==> src/rtl/pattern_framer_if.sv <==
// rtl/pattern_framer_if.sv - payload enqueue, frame request and DBUS output bundle for pattern_framer
interface pattern_framer_if;
   logic [15:0] din;
   logic        din_valid;
   logic        din_ready;
   logic        send;
   logic [4:0]  len;
   logic [15:0] dbus;
   logic        dbus_valid;
   logic        busy;
   logic        done;
   logic        err;

   modport master (
      output din, din_valid, send, len,
      input  din_ready, dbus, dbus_valid, busy, done, err
   );

   modport slave (
      input  din, din_valid, send, len,
      output din_ready, dbus, dbus_valid, busy, done, err
   );
endinterface

==> src/rtl/pattern_framer.sv <==
// rtl/pattern_framer.sv - DBUS sync-pattern frame transmitter with payload FIFO; checksum word enabled by PATTERN_FRAMER_CSUM_EN
module pattern_framer #(
   parameter logic [15:0] SYNC0      = 16'hAAAA,
   parameter logic [15:0] SYNC1      = 16'h5555,
   parameter logic [15:0] IDLE_WORD  = 16'h0000,
   parameter int          FIFO_DEPTH = 16
) (
   input logic             clk,
   input logic             rst,
   pattern_framer_if.slave bus
);
   localparam int PW = $clog2(FIFO_DEPTH);
   localparam int CW = PW + 1;

   typedef enum logic [2:0] {IDLE, SYNC0_S, SYNC1_S, LEN_S, PAY_S, CSUM_S} state_t;

`ifdef PATTERN_FRAMER_CSUM_EN
   localparam state_t TAIL = CSUM_S;
`else
   localparam state_t TAIL = IDLE;
`endif

   state_t        state, state_n;
   logic [15:0]   mem [FIFO_DEPTH];
   logic [PW-1:0] wr_ptr, rd_ptr;
   logic [CW-1:0] count;
   logic          wr_en, pop, accept, reject, len_ok;
   logic [4:0]    len_q, pay_cnt;
   logic [15:0]   dbus_n, rd_word;
   logic          valid_n;
`ifdef PATTERN_FRAMER_CSUM_EN
   logic [15:0]   csum;
`endif

   // The DBUS word for a state is registered one edge later, so the state leads the bus by a cycle.
   assign bus.din_ready = (count != CW'(FIFO_DEPTH));
   assign wr_en         = bus.din_valid & bus.din_ready;
   assign rd_word       = mem[rd_ptr];
   assign len_ok        = (int'(bus.len) <= FIFO_DEPTH) && (int'(bus.len) <= int'(count));

   // FSM state register
   always_ff @(posedge clk or negedge rst) begin
      if (!rst) state <= IDLE;
      else      state <= state_n;
   end

   // Next state, next DBUS word, FIFO pop and SEND accept/reject decisions
   always_comb begin
      state_n = state;
      dbus_n  = IDLE_WORD;
      valid_n = 1'b0;
      pop     = 1'b0;
      accept  = 1'b0;
      reject  = 1'b0;
      case (state)
         IDLE: begin
            if (bus.send) begin
               if (len_ok) begin
                  accept  = 1'b1;
                  state_n = SYNC0_S;
               end else begin
                  reject = 1'b1;
               end
            end
         end
         SYNC0_S: begin
            dbus_n  = SYNC0;
            valid_n = 1'b1;
            state_n = SYNC1_S;
         end
         SYNC1_S: begin
            dbus_n  = SYNC1;
            valid_n = 1'b1;
            state_n = LEN_S;
         end
         LEN_S: begin
            dbus_n  = {11'b0, len_q};
            valid_n = 1'b1;
            state_n = (len_q == 5'd0) ? TAIL : PAY_S;
         end
         PAY_S: begin
            dbus_n  = rd_word;
            valid_n = 1'b1;
            pop     = 1'b1;
            state_n = (pay_cnt == len_q - 5'd1) ? TAIL : PAY_S;
         end
`ifdef PATTERN_FRAMER_CSUM_EN
         CSUM_S: begin
            dbus_n  = csum;
            valid_n = 1'b1;
            state_n = IDLE;
         end
`endif
         default: state_n = IDLE;
      endcase
   end

   // FIFO storage; contents need no reset because the pointers and count define emptiness
   always_ff @(posedge clk) begin
      if (wr_en) mem[wr_ptr] <= bus.din;
   end

   // FIFO pointers and occupancy count
   always_ff @(posedge clk or negedge rst) begin
      if (!rst) begin
         wr_ptr <= '0;
         rd_ptr <= '0;
         count  <= '0;
      end else begin
         if (wr_en) wr_ptr <= wr_ptr + PW'(1);
         if (pop)   rd_ptr <= rd_ptr + PW'(1);
         count <= count + CW'(wr_en) - CW'(pop);
      end
   end

   // Latched frame length and payload word counter
   always_ff @(posedge clk or negedge rst) begin
      if (!rst) begin
         len_q   <= '0;
         pay_cnt <= '0;
      end else if (accept) begin
         len_q   <= bus.len;
         pay_cnt <= '0;
      end else if (pop) begin
         pay_cnt <= pay_cnt + 5'd1;
      end
   end

`ifdef PATTERN_FRAMER_CSUM_EN
   // Running XOR of the length word and every popped payload word
   always_ff @(posedge clk or negedge rst) begin
      if (!rst)        csum <= '0;
      else if (accept) csum <= {11'b0, bus.len};
      else if (pop)    csum <= csum ^ rd_word;
   end
`endif

   // Registered bus outputs; DONE fires on the first cycle after the valid window closes
   always_ff @(posedge clk or negedge rst) begin
      if (!rst) begin
         bus.dbus       <= IDLE_WORD;
         bus.dbus_valid <= 1'b0;
         bus.busy       <= 1'b0;
         bus.done       <= 1'b0;
         bus.err        <= 1'b0;
      end else begin
         bus.dbus       <= dbus_n;
         bus.dbus_valid <= valid_n;
         bus.busy       <= valid_n;
         bus.done       <= bus.dbus_valid & ~valid_n;
         bus.err        <= reject;
      end
   end
endmodule

==> src/flat_wrapper.sv <==
// flat-port wrapper written by rule: the top's interface ports become plain ports
module pattern_framer_flat 
#(
   parameter logic [15:0] SYNC0      = 16'hAAAA,
   parameter logic [15:0] SYNC1      = 16'h5555,
   parameter logic [15:0] IDLE_WORD  = 16'h0000,
   parameter int          FIFO_DEPTH = 16
)
  (clk, rst, bus_din, bus_din_valid, bus_send, bus_len, bus_din_ready, bus_dbus, bus_dbus_valid, bus_busy, bus_done, bus_err);
  pattern_framer_if bus_i ();
  input logic clk;
  input logic rst;
  input wire logic [$bits(bus_i.din)-1:0] bus_din;
  input wire logic [$bits(bus_i.din_valid)-1:0] bus_din_valid;
  input wire logic [$bits(bus_i.send)-1:0] bus_send;
  input wire logic [$bits(bus_i.len)-1:0] bus_len;
  output wire logic [$bits(bus_i.din_ready)-1:0] bus_din_ready;
  output wire logic [$bits(bus_i.dbus)-1:0] bus_dbus;
  output wire logic [$bits(bus_i.dbus_valid)-1:0] bus_dbus_valid;
  output wire logic [$bits(bus_i.busy)-1:0] bus_busy;
  output wire logic [$bits(bus_i.done)-1:0] bus_done;
  output wire logic [$bits(bus_i.err)-1:0] bus_err;
  assign bus_i.din = bus_din;
  assign bus_i.din_valid = bus_din_valid;
  assign bus_i.send = bus_send;
  assign bus_i.len = bus_len;
  assign bus_din_ready = bus_i.din_ready;
  assign bus_dbus = bus_i.dbus;
  assign bus_dbus_valid = bus_i.dbus_valid;
  assign bus_busy = bus_i.busy;
  assign bus_done = bus_i.done;
  assign bus_err = bus_i.err;
  pattern_framer #(.SYNC0(SYNC0), .SYNC1(SYNC1), .IDLE_WORD(IDLE_WORD), .FIFO_DEPTH(FIFO_DEPTH)) u_core (.clk(clk), .rst(rst), .bus(bus_i));
endmodule
==> config.mk <==
export PLATFORM = sky130hd
export DESIGN_NAME = pattern_framer_flat
export DESIGN_NICKNAME = d
export VERILOG_FILES = /design/src/rtl/pattern_framer_if.sv /design/src/rtl/pattern_framer.sv /design/src/flat_wrapper.sv
export SDC_FILE = /design/constraint.sdc
export NUM_CORES = 1
export LEC_CHECK = 0
export CAP_MARGIN = 10
export CELL_PAD_IN_SITES_DETAIL_PLACEMENT = 1
export CELL_PAD_IN_SITES_GLOBAL_PLACEMENT = 2
export CORE_UTILIZATION = 41
export CTS_CLUSTER_SIZE = 28
export DETAILED_ROUTE_END_ITERATION = 10
export GPL_TIMING_DRIVEN = 0
export PLACE_DENSITY = 0.77
export REMOVE_ABC_BUFFERS = 1
export SYNTH_ARGS = -nofsm -noshare
export SYNTH_HDL_FRONTEND = slang
export SYNTH_SLANG_ARGS = --single-unit
==> constraint.sdc <==
create_clock -name clk -period 2.65 [get_ports clk]
set_input_delay 0.265 -clock clk [delete_from_list [all_inputs] [get_ports clk]]
set_output_delay 0.265 -clock clk [all_outputs]
set_load 0.02 [all_outputs]
==> impl_metrics.csv, run 1 <==
group,metric,value,unit
clock_network,cts_sinks,301,
synth,yosys-top-cells-area,"edfxtp_1 (65%), mux4_2 (12%), dfrtp_1 (9.5%), ha_1 (1.9%), xnor2_1 (1.1%)",
power_and_ir_drop,p_leak,4.75,nW
drt,routedWlPerCell,24.0,um
synth,syn_area_per_cell,19.9,um2
drt,drt-initial-drc-count,315,
setup_path,critPathCaptureType,"flop",
placed_design,hpwl,16.2,mm
synth,synth-edff-count,256,
power_and_ir_drop,p_int,10.5,mW
global_route,grt_pass1_vias,6301,
sta,slew_headroom,42.9,%
sta,setup_violations,8,
power_and_ir_drop,pwr-share-seq,43.9,%
finish,multi_input_area,2930,um2
synth,yosys.cell_types.count,47,
sta,min_period_over_period,101,%
status,status,"finished, violations left",
sta,hold_viol,0,
drt,routed_wl,26.0,mm
sta,fmax,374,MHz
finish,num-fill-cells,2607,
synth,ys_ff_latch,301,
placed_design,dp_slack,-0.269,ns
finish,nets,717,
status,violations,"negative setup slack",
clock_network,h-tree-depth,1,
die,die_area,29700,um2
sta,rsz0062_at_grt,"yes",
sta,worst_pin_slew,0.849,ns
power_and_ir_drop,p_per_area,1060,nW/um2
drt,drtPass1Iterations,4,
placed_design,port_buffers,45,
sta,fin_crit,2.67,ns
setup_path,crit_required,2.91,ns
sta,timing.hold.ws,0.221,ns
clock_network,clock_path_buffers,3,
die,rows,62,
synth,synth_area,11900,um2
setup_path,critPathKind,"flop to flop",
die,initial_core_util,41.6,%
die,die_h,172,um
sta,setup_tns,-0.153,ns
die,io_pins,46,
synth,synth_flop_cell,"edfxtp_1",
drt,ant_nets,0,
clock_network,clock_latency,0.56,ns
setup_path,cp_cell_sequence,"inv_1 > ha_1 > nand4bb_1 > nand2_1 > clkinv_1 > nand3_1 > nor2_2 > buf_8",
finish,seq_area,8820,um2
power_and_ir_drop,p_sw,4.42,mW
drt,post-route-drc-count,0,
synth,yosys.area.top_type,"edfxtp_1",
global_route,antenna_found_initial,2,
sta,worst_slack,-0.0208,ns
setup_path,start_kind,"flop",
global_route,grt-ovfl-total,0,
setup_path,cp_max_fo,9,
job,max_cap_violations,0,
drt,via_per_inst,5.39,
synth,synthArstFlopShare,15.0,%
clock_network,clk_root_buffer_cell,"clkbuf_16",
placed_design,gp_congestion,0.767,
setup_path,cpPeakStageDelay,0.65,ns
global_route,grt_max_degree,63,
setup_path,crit_slowest_cell,"nor2_2",
sta,skew,0.00836,ns
power_and_ir_drop,clkPwrFrac,28.9,%
synth,synthCells,597,
finish,layout-area-overhead-vs-synth,18.0,%
power_and_ir_drop,ir_worst_vdd,0.000453,V
synth,ys_seq_area_share,74.0,%
clock_network,clk_pin_slew,0.06,ns
global_route,grtUsageTotal,18.2,%
drt,vias,5842,
finish,final_common_cell,"edfxtp_1",
finish,layout_common_cells,"edfxtp_1 (256), mux4_2 (64), clkdlybuf4s50_1 (44)",
clock_network,numCtsBuffers,31,
min_path,worstHoldPathType,"input port to asynchronous set/reset pin",
setup_path,path_buf_inv,3,
synth,yosysWarnings,0,
setup_path,cp_top_family,"simple AND/OR/NAND/NOR gates",
clock_network,cts_setup_buffers,0,
power_and_ir_drop,p_sw_share,29.7,%
clock_network,cts_tree,"done",
die,fp.dieW,172,um
setup_path,critPathArrivalTime,2.94,ns
sta,slew_viol_final,0,
die,core-area,28600,um2
synth,synth_top_area_share,64.6,%
power_and_ir_drop,comb_power_share,27.2,%
global_route,grt_pass1_wl,38.9,mm
finish,drive_gt1_share,24.8,%
==> metrics by stage <==
step / power [mW] / util (%) / area (um2) / cells
global route: 15.6 / 49.1 / 14000 / 1083
floorplan: 9.27 / - / 11800 / 572
finish: 14.9 / 49.1 / 14000 / 1083
detailed placement: 10.7 / 45.4 / 13000 / 1023
CTS: 15.0 / 49.0 / 14000 / 1082
global placement: 10.3 / 44.4 / 12700 / 1001
==> power groups by stage <==
| stage | combinational (mW) | clock (mW) | sequential, mW |
|---|---|---|---|
| 3_5_place_dp | 4.09 | 0 | 6.64 |
| 2_1_floorplan | 2.52 | 0 | 6.75 |
| 3_3_place_gp | 3.45 | 0 | 6.87 |
| 4_1_cts | 4.12 | 4.37 | 6.54 |
| 6_report | 4.05 | 4.30 | 6.53 |
| 5_1_grt | 4.41 | 4.54 | 6.63 |
==> layer usage <==
layer / vias up / GRT usage (%) / part of all wire (%)
met3: 38 / 2.59 / 4.9
met1: 3111 / 24.1 / 42
li1: 2543 / - / -
met4: 2 / 4.62 / 1.7
met2: 148 / 31.7 / 51
met5: - / 0 / 0.050
==> sequential cells by signal (all words and copies together), names as in the netlist <==
name	count
u_core.mem	256
u_core.bus.dbus	16
u_core.count	5
u_core.len_q	5
u_core.pay_cnt	5
u_core.rd_ptr	4
u_core.wr_ptr	4
u_core.state	3
u_core.bus.dbus_valid	1
u_core.bus.done	1
u_core.bus.err	1
==> worst reg2reg max path, stage by stage, from the launching register on <==
cell       delay, ns
dfrtp_1         0.36
inv_1           0.09
ha_1            0.19
nand4bb_1       0.11
nand2_1         0.25
clkinv_1        0.25
nand3_1         0.24
nor2_2          0.65
buf_8           0.24
==> final timing paths <==
| check | from | to | slack [ns] | cells past startpoint |
|---|---|---|---|---|
| setup / recovery | u_core.count[3]$_DFF_PN0_ | u_core.mem[12][6]$_DFFE_PP_ | -0.02 | 8 |
| hold / removal | rst | u_core.bus.done$_DFF_PN0_ | 0.22 | 2 |
| setup reg to reg | u_core.count[3]$_DFF_PN0_ | u_core.mem[12][6]$_DFFE_PP_ | -0.02 | 8 |
| hold reg to reg | u_core.bus.dbus_valid$_DFF_PN0_ | u_core.bus.done$_DFF_PN0_ | 0.57 | 1 |
| max in group asynchronous | rst | u_core.rd_ptr[1]$_DFFE_PN0N_ | 1.84 | 3 |
| min in group clk | bus_len[0] | u_core.len_q[0]$_DFFE_PN0P_ | 0.40 | 3 |
==> Yosys cell counts (2+ instances only) <==
cell	instances
a21oi_1	6
a22oi_1	13
and2_1	8
and3_1	2
buf_1	3
buf_2	9
buf_4	5
clkbuf_1	7
dfrtp_1	45
edfxtp_1	256
ha_1	18
inv_1	22
mux2_2	9
mux2_4	3
mux2i_1	12
mux4_2	64
nand2_1	18
nand3_1	11
nand4_1	5
nand4bb_1	2
nor2_1	14
nor3b_1	4
nor4_1	4
o211ai_1	8
o21ai_0	6
o221ai_1	2
xnor2_1	15
xor2_1	7
==> timing repair <==
item	CTS	global route
resized for setup	8	2
pin swaps	0	0
setup endpoints to repair	157	52
hold buffers	1	0
hold endpoints to repair	18	0
==> kinds of logic (layout without fill, tap and decap cells) <==
family,count (synthesis),after routing,share of synthesized area [%]
multiplexers,88,88,14.3
other,0,1,0
XOR/XNOR,22,22,1.62
flip-flops,301,301,74.0
AND/OR/NAND/NOR,76,76,3.56
AO/OA/AOI/OAI,43,43,2.53
buffers and inverters,48,149,1.83
adder cells (fa/ha/maj),19,19,2.06
==> layout make-up <==
| type | count | share of cell area [%] |
|---|---|---|
| antenna | 1 | 0.0178 |
| clock buffer | 41 | 6.01 |
| clock inverter | 17 | 1.19 |
| inverter | 23 | 0.615 |
| multi-input combinational | 248 | 20.9 |
| sequential | 301 | 62.8 |
| tap | 384 | 3.42 |
| timing repair buffer | 68 | 5.06 |
(Power assumes the default switching activity.)
==> run 2: changes to the inputs <==
--- a/config.mk
+++ b/config.mk
@@ -12,7 +12,7 @@
 export CTS_CLUSTER_SIZE = 28
 export DETAILED_ROUTE_END_ITERATION = 10
 export GPL_TIMING_DRIVEN = 0
-export PLACE_DENSITY = 0.77
+export PLACE_DENSITY_LB_ADDON = 0.2
 export REMOVE_ABC_BUFFERS = 1
 export SYNTH_ARGS = -nofsm -noshare
 export SYNTH_HDL_FRONTEND = slang
==> run 2 against run 1 <==
  * The flow now finishes without violations
  * Cell area rose by 1.9%
  * Combinational power barely moved
  * Total power rose by 1.3%
  * Non-clock buffer count rose by 5
  * Clock skew fell by 0.0019 ns
  * Setup slack improved by 0.23 ns
  * Fmax rose by 9.5%
  * Clock-buffer cell count rose by 2
  * Register-to-register slack improved by 0.23 ns
  * Largest power group unchanged
==> impl_metrics.csv, run 2 (same netlist as run 1, synthesis figures left out) <==
group,metric,value,unit
sta,hold_viol,0,
clock_network,clk_root_buffer_cell,"clkbuf_16",
sta,skew,0.00651,ns
sta,setup_violations,0,
global_route,grt_max_degree,38,
placed_design,dp_slack,-0.158,ns
finish,drive_gt1_share,25.8,%
global_route,antenna_found_initial,0,
die,die_h,172,um
drt,dr_wl_met3,1.09,mm
setup_path,crit_slowest_cell,"or4b_2",
drt,drt-initial-drc-count,253,
sta,setup_tns,0,ns
setup_path,cp_cell_sequence,"or4b_2 > nor2_2 > a22oi_1 > o211ai_1",
finish,nets,725,
clock_network,h-tree-depth,2,
clock_network,cts_tree,"done",
sta,fin_crit,2.44,ns
placed_design,gp_congestion,0.742,
global_route,grtUsageTotal,18.9,%
die,die_area,29700,um2
setup_path,critPathCaptureType,"flop",
setup_path,critPathArrivalTime,2.85,ns
setup_path,start_kind,"flop",
die,rows,62,
drt,vias,5844,
drt,routed_wl,26.7,mm
setup_path,path_buf_inv,0,
drt,dr_wl_met2,13.5,mm
global_route,grt_pass1_wl,39.6,mm
job,max_cap_violations,0,
finish,layout-area-overhead-vs-synth,20.2,%
setup_path,cp_max_fo,15,
finish,largest_reg_flops,256,
finish,final_common_cell,"edfxtp_1",
clock_network,clock_path_buffers,3,
setup_path,cpPeakStageDelay,0.87,ns
sta,slew_headroom,32.7,%
drt,ant_nets,0,
power_and_ir_drop,ir_worst_vdd,0.000443,V
drt,drtPass1Iterations,4,
placed_design,hpwl,17.1,mm
setup_path,critPathKind,"flop to flop",
drt,wl_met1,11.5,mm
min_path,worstHoldPathType,"input port to asynchronous set/reset pin",
setup_path,crit_required,3.06,ns
finish,instances_no_fill,1090,
finish,top_register,"u_core.mem",
clock_network,cts_sinks,301,
die,io_pins,46,
setup_path,cp_top_family,"simple AND/OR/NAND/NOR gates",
finish,reg.largest.list,"u_core.mem (256), u_core.bus.dbus (16)",
drt,top_layer_used,"met4",
drt,routedWlPerCell,24.5,um
finish,final_util,50.0,%
die,initial_core_util,41.6,%
finish,diodes,0,
sta,worst_slack,0.210,ns
status,status,"completed",
die,core-area,28600,um2
global_route,grt_pass1_vias,6315,
clock_network,clk_pin_slew,0.06,ns
sta,worst_pin_slew,1.01,ns
die,fp.dieW,172,um
sta,min_period_over_period,92.1,%
finish,layout_common_cells,"edfxtp_1 (256), mux4_2 (64), clkdlybuf4s50_1 (44)",
sta,rsz0062_at_grt,"no",
global_route,grt-ovfl-total,0,
placed_design,port_buffers,45,
sta,slew_viol_final,0,
power_and_ir_drop,p_per_area,1050,nW/um2
clock_network,clock_latency,0.50,ns
clock_network,numCtsBuffers,34,
placed_design,dp.cells,1024,
power_and_ir_drop,p_leak,4.85,nW
drt,via_per_inst,5.36,
drt,post-route-drc-count,0,
sta,fmax,410,MHz
[run 2: cell count changes in the layout (fill, tap and decap cells not counted), moves of 3 or more]
cell       change
buf_16         +7
nor2_4         +5
clkbuf_16      +4
nor2_2         -4
buf_12         +5
buf_4          -3
clkinv_2       +3
buf_8          -4
[run 2: worst reg2reg max path: cells and delay by family (launching register included)]
kind             cells  cell delay [ns]
AND/OR/NAND/NOR      2             1.31
flip-flops           1             0.72
AO/OA/AOI/OAI        2             0.31
[run 2: per-stage QoR]
step           hold WS, ns  power [mW]  instance area [um2]
2_1_floorplan      -0.0306        9.27                11800
3_3_place_gp         0.507        10.4                12700
5_1_grt              0.254        15.8                14300
6_report             0.214        15.1                14300
4_1_cts              0.227        15.2                14200
3_5_place_dp         0.212        10.8                13100
[run 2: cell type report]
type,instances,area (um2)
Sequential cell,301,8820
Clock buffer,43,926
Inverter,23,86.3
Fill cell,2581,14300
Timing Repair Buffer,73,921
Tap cell,384,480
Clock inverter,18,120
Multi-Input combinational cell,248,2950
[run 2: metal layers]
layer | vias to the layer above | GRT usage (%)
met3 | 44 | 2.77
li1 | 2568 | -
met5 | - | 0
met1 | 3102 | 24.6
met2 | 130 | 32.5
met4 | 0 | 6.27
[run 2: final timing paths]
check / from / end / slack, ns / cells after the start
setup / recovery: u_core.rd_ptr[3]$_DFFE_PN0N_ / u_core.bus.dbus[0]$_DFF_PN0_ / 0.21 / 4
hold / removal: rst / u_core.bus.done$_DFF_PN0_ / 0.21 / 2
setup reg to reg: u_core.rd_ptr[3]$_DFFE_PN0N_ / u_core.bus.dbus[0]$_DFF_PN0_ / 0.21 / 4
hold reg to reg: u_core.bus.dbus_valid$_DFF_PN0_ / u_core.bus.done$_DFF_PN0_ / 0.53 / 1
max in group asynchronous: rst / u_core.rd_ptr[1]$_DFFE_PN0N_ / 1.88 / 3
min in group clk: bus_len[0] / u_core.len_q[0]$_DFFE_PN0P_ / 0.43 / 3
[run 2: power breakdown]
part / leakage [nW] / internal, mW / switching [mW] / total, mW
clock network: 0.513 / 2.58 / 1.81 / 4.38
registers: 2.88 / 5.86 / 0.764 / 6.63
logic: 1.47 / 2.13 / 1.93 / 4.05
[run 2: timing repair]
item | 4_1_cts | 5_1_grt
setup buffers | 0 | 4
setup endpoints to repair | 128 | 136
hold buffers | 1 | 0
resized for setup | 8 | 6
endpoints found under the hold margin | 10 | 0
pin swaps | 0 | 4
==> run 3: changes to the inputs <==
--- a/config.mk
+++ b/config.mk
@@ -7,13 +7,14 @@
 export LEC_CHECK = 0
 export CAP_MARGIN = 10
 export CELL_PAD_IN_SITES_DETAIL_PLACEMENT = 1
-export CELL_PAD_IN_SITES_GLOBAL_PLACEMENT = 2
+export CELL_PAD_IN_SITES_GLOBAL_PLACEMENT = 1
 export CORE_UTILIZATION = 41
 export CTS_CLUSTER_SIZE = 28
 export DETAILED_ROUTE_END_ITERATION = 10
 export GPL_TIMING_DRIVEN = 0
 export PLACE_DENSITY_LB_ADDON = 0.2
 export REMOVE_ABC_BUFFERS = 1
+export SETUP_SLACK_MARGIN = 0.15
 export SYNTH_ARGS = -nofsm -noshare
 export SYNTH_HDL_FRONTEND = slang
 export SYNTH_SLANG_ARGS = --single-unit
==> run 3 against run 2 <==
  * Global-route usage about the same
  * Combinational power up 3%
  * Fmax up 2.1%
  * Routed wire length up 1.5%
  * Clock power down 4.6%
  * Register-to-register slack better by 0.05 ns
  * Core utilization down 0.065 points
  * First-iteration DRC count up 53%
  * Hold slack worse by 0.058 ns
  * Critical path type unchanged
  * Setup slack better by 0.049 ns
==> impl_metrics.csv, run 3 (same netlist as run 1, synthesis figures left out) <==
group,metric,value,unit
clock_network,cts_sinks,301,
sta,slew_viol_final,0,
setup_path,start_kind,"flop",
placed_design,gp_congestion,0.749,
finish,instances_no_fill,1092,
finish,layout-area-overhead-vs-synth,20.0,%
finish,nets,727,
sta,hold_viol,0,
status,status,"completed",
global_route,grt_max_degree,38,
clock_network,numCtsBuffers,31,
drt,post-route-drc-count,0,
finish,drive_gt1_share,26.8,%
finish,diodes,0,
power_and_ir_drop,p_per_area,1050,nW/um2
sta,rsz0062_at_grt,"yes",
sta,slew_headroom,38.1,%
clock_network,clock_latency,0.55,ns
drt,drt-initial-drc-count,386,
global_route,antenna_found_initial,1,
finish,layout_common_cells,"edfxtp_1 (256), mux4_2 (64), clkdlybuf4s50_1 (44)",
finish,num-fill-cells,2589,
placed_design,port_buffers,45,
job,max_cap_violations,0,
global_route,grtUsageMet1,25.5,%
global_route,grtUsageMet2,32.4,%
clock_network,clk_root_buffer_cell,"clkbuf_16",
sta,fin_crit,2.39,ns
setup_path,cp_max_fo,9,
drt,vias,5898,
global_route,busiest_layer,"met2",
power_and_ir_drop,power,14.9,mW
drt,via_per_inst,5.40,
sta,skew,0.0182,ns
power_and_ir_drop,ir_worst_vdd,0.000425,V
setup_path,critPathKind,"flop to flop",
setup_path,critPathCaptureType,"flop",
placed_design,dp.cells,1026,
sta,fmax,418,MHz
power_and_ir_drop,p_leak,4.85,nW
sta,min_period_over_period,90.2,%
global_route,grtUsageTotal,18.9,%
clock_network,cts_tree,"done",
min_path,worstHoldPathType,"input port to asynchronous set/reset pin",
clock_network,h-tree-depth,1,
drt,drtPass1Iterations,4,
drt,ant_nets,0,
sta,setup_violations,0,
sta,setup_tns,0,ns
finish,final_common_cell,"edfxtp_1",
setup_path,critPathArrivalTime,2.65,ns
finish,largest_reg_flops,256,
global_route,grt_pass1_wl,39.9,mm
clock_network,clk_pin_slew,0.06,ns
placed_design,hpwl,17.4,mm
global_route,grt-ovfl-total,0,
die,rows,62,
die,die_area,29700,um2
drt,routedWlPerCell,24.8,um
sta,worst_pin_slew,0.928,ns
drt,routed_wl,27.1,mm
finish,top_register,"u_core.mem",
die,initial_core_util,41.6,%
die,fp.dieW,172,um
setup_path,crit_required,2.91,ns
global_route,grt_pass1_vias,6354,
die,die_h,172,um
clock_network,clock_path_buffers,3,
die,core-area,28600,um2
die,io_pins,46,
global_route,use_met3,2.38,%
finish,reg.largest.list,"u_core.mem (256), u_core.bus.dbus (16)",
[run 3: cell types whose count changed in the layout (fill, tap and decap cells not counted), sizes merged]
cell and change:
clkbuf -3, clkinvlp -1, buf +5, bufinv +1
[run 3: area by class of cell]
type,count,area [um2],share of cell area (%)
Inverter,23,87.6,0.613
Clock buffer,40,840,5.88
Multi-Input combinational cell,248,2960,20.7
Timing Repair Buffer,78,946,6.62
Sequential cell,301,8820,61.8
Clock inverter,18,145,1.02
Tap cell,384,480,3.36
[run 3: repair_timing]
action	CTS	global route
buffers inserted	2	5
endpoints found under the setup margin	195	163
gates resized for setup	12	9
endpoints found under the hold margin	45	0
pin swaps	0	3
gates cloned	0	0
hold buffers	1	0
[run 3: metrics by stage]
stage	hold WS, ns	worst slack, ns	utilization, %	instance area [um2]
6_report	0.156	0.259	49.9	14300
5_1_grt	0.183	0.121	49.9	14300
4_1_cts	0.151	-0.131	49.5	14200
3_5_place_dp	0.186	-0.231	45.8	13100
3_3_place_gp	0.503	-2.55	44.4	12700
2_1_floorplan	-0.0306	-1.14	-	11800
[run 3: worst paths after layout]
| check | start | to | slack [ns] | cells past startpoint |
|---|---|---|---|---|
| setup reg to reg | u_core.count[2]$_DFF_PN0_ | u_core.mem[11][7]$_DFFE_PP_ | 0.26 | 7 |
| hold / removal | rst | u_core.bus.dbus[1]$_DFF_PN0_ | 0.16 | 2 |
| min in group clk | bus_len[0] | u_core.len_q[0]$_DFFE_PN0P_ | 0.38 | 3 |
| max in group asynchronous | rst | u_core.rd_ptr[0]$_DFFE_PN0N_ | 1.93 | 3 |
| hold reg to reg | u_core.bus.dbus_valid$_DFF_PN0_ | u_core.bus.done$_DFF_PN0_ | 0.53 | 1 |
| setup / recovery | u_core.count[2]$_DFF_PN0_ | u_core.mem[11][7]$_DFFE_PP_ | 0.26 | 7 |
[run 3: metal layers]
layer / wire length [um] / share of wire, %
met3: 1280 / 4.7
met4: 573 / 2.1
met5: 12 / 0.044
met1: 11600 / 43
met2: 13600 / 50
[run 3: critical path, stage by stage, from the launching register on]
cell and delay, ns:
dfrtp_1 0.35, inv_1 0.09, ha_1 0.20, nand4bb_1 0.13
nand2_2 0.18, nor3b_1 0.46, and2_2 0.48, buf_16 0.21
[run 3: power by group]
group / leakage (nW) / total, mW / internal, mW / switching (mW)
Combinational: 1.49 / 4.18 / 2.17 / 2.00
Clock: 0.489 / 4.18 / 2.42 / 1.75
Sequential: 2.87 / 6.59 / 5.87 / 0.725
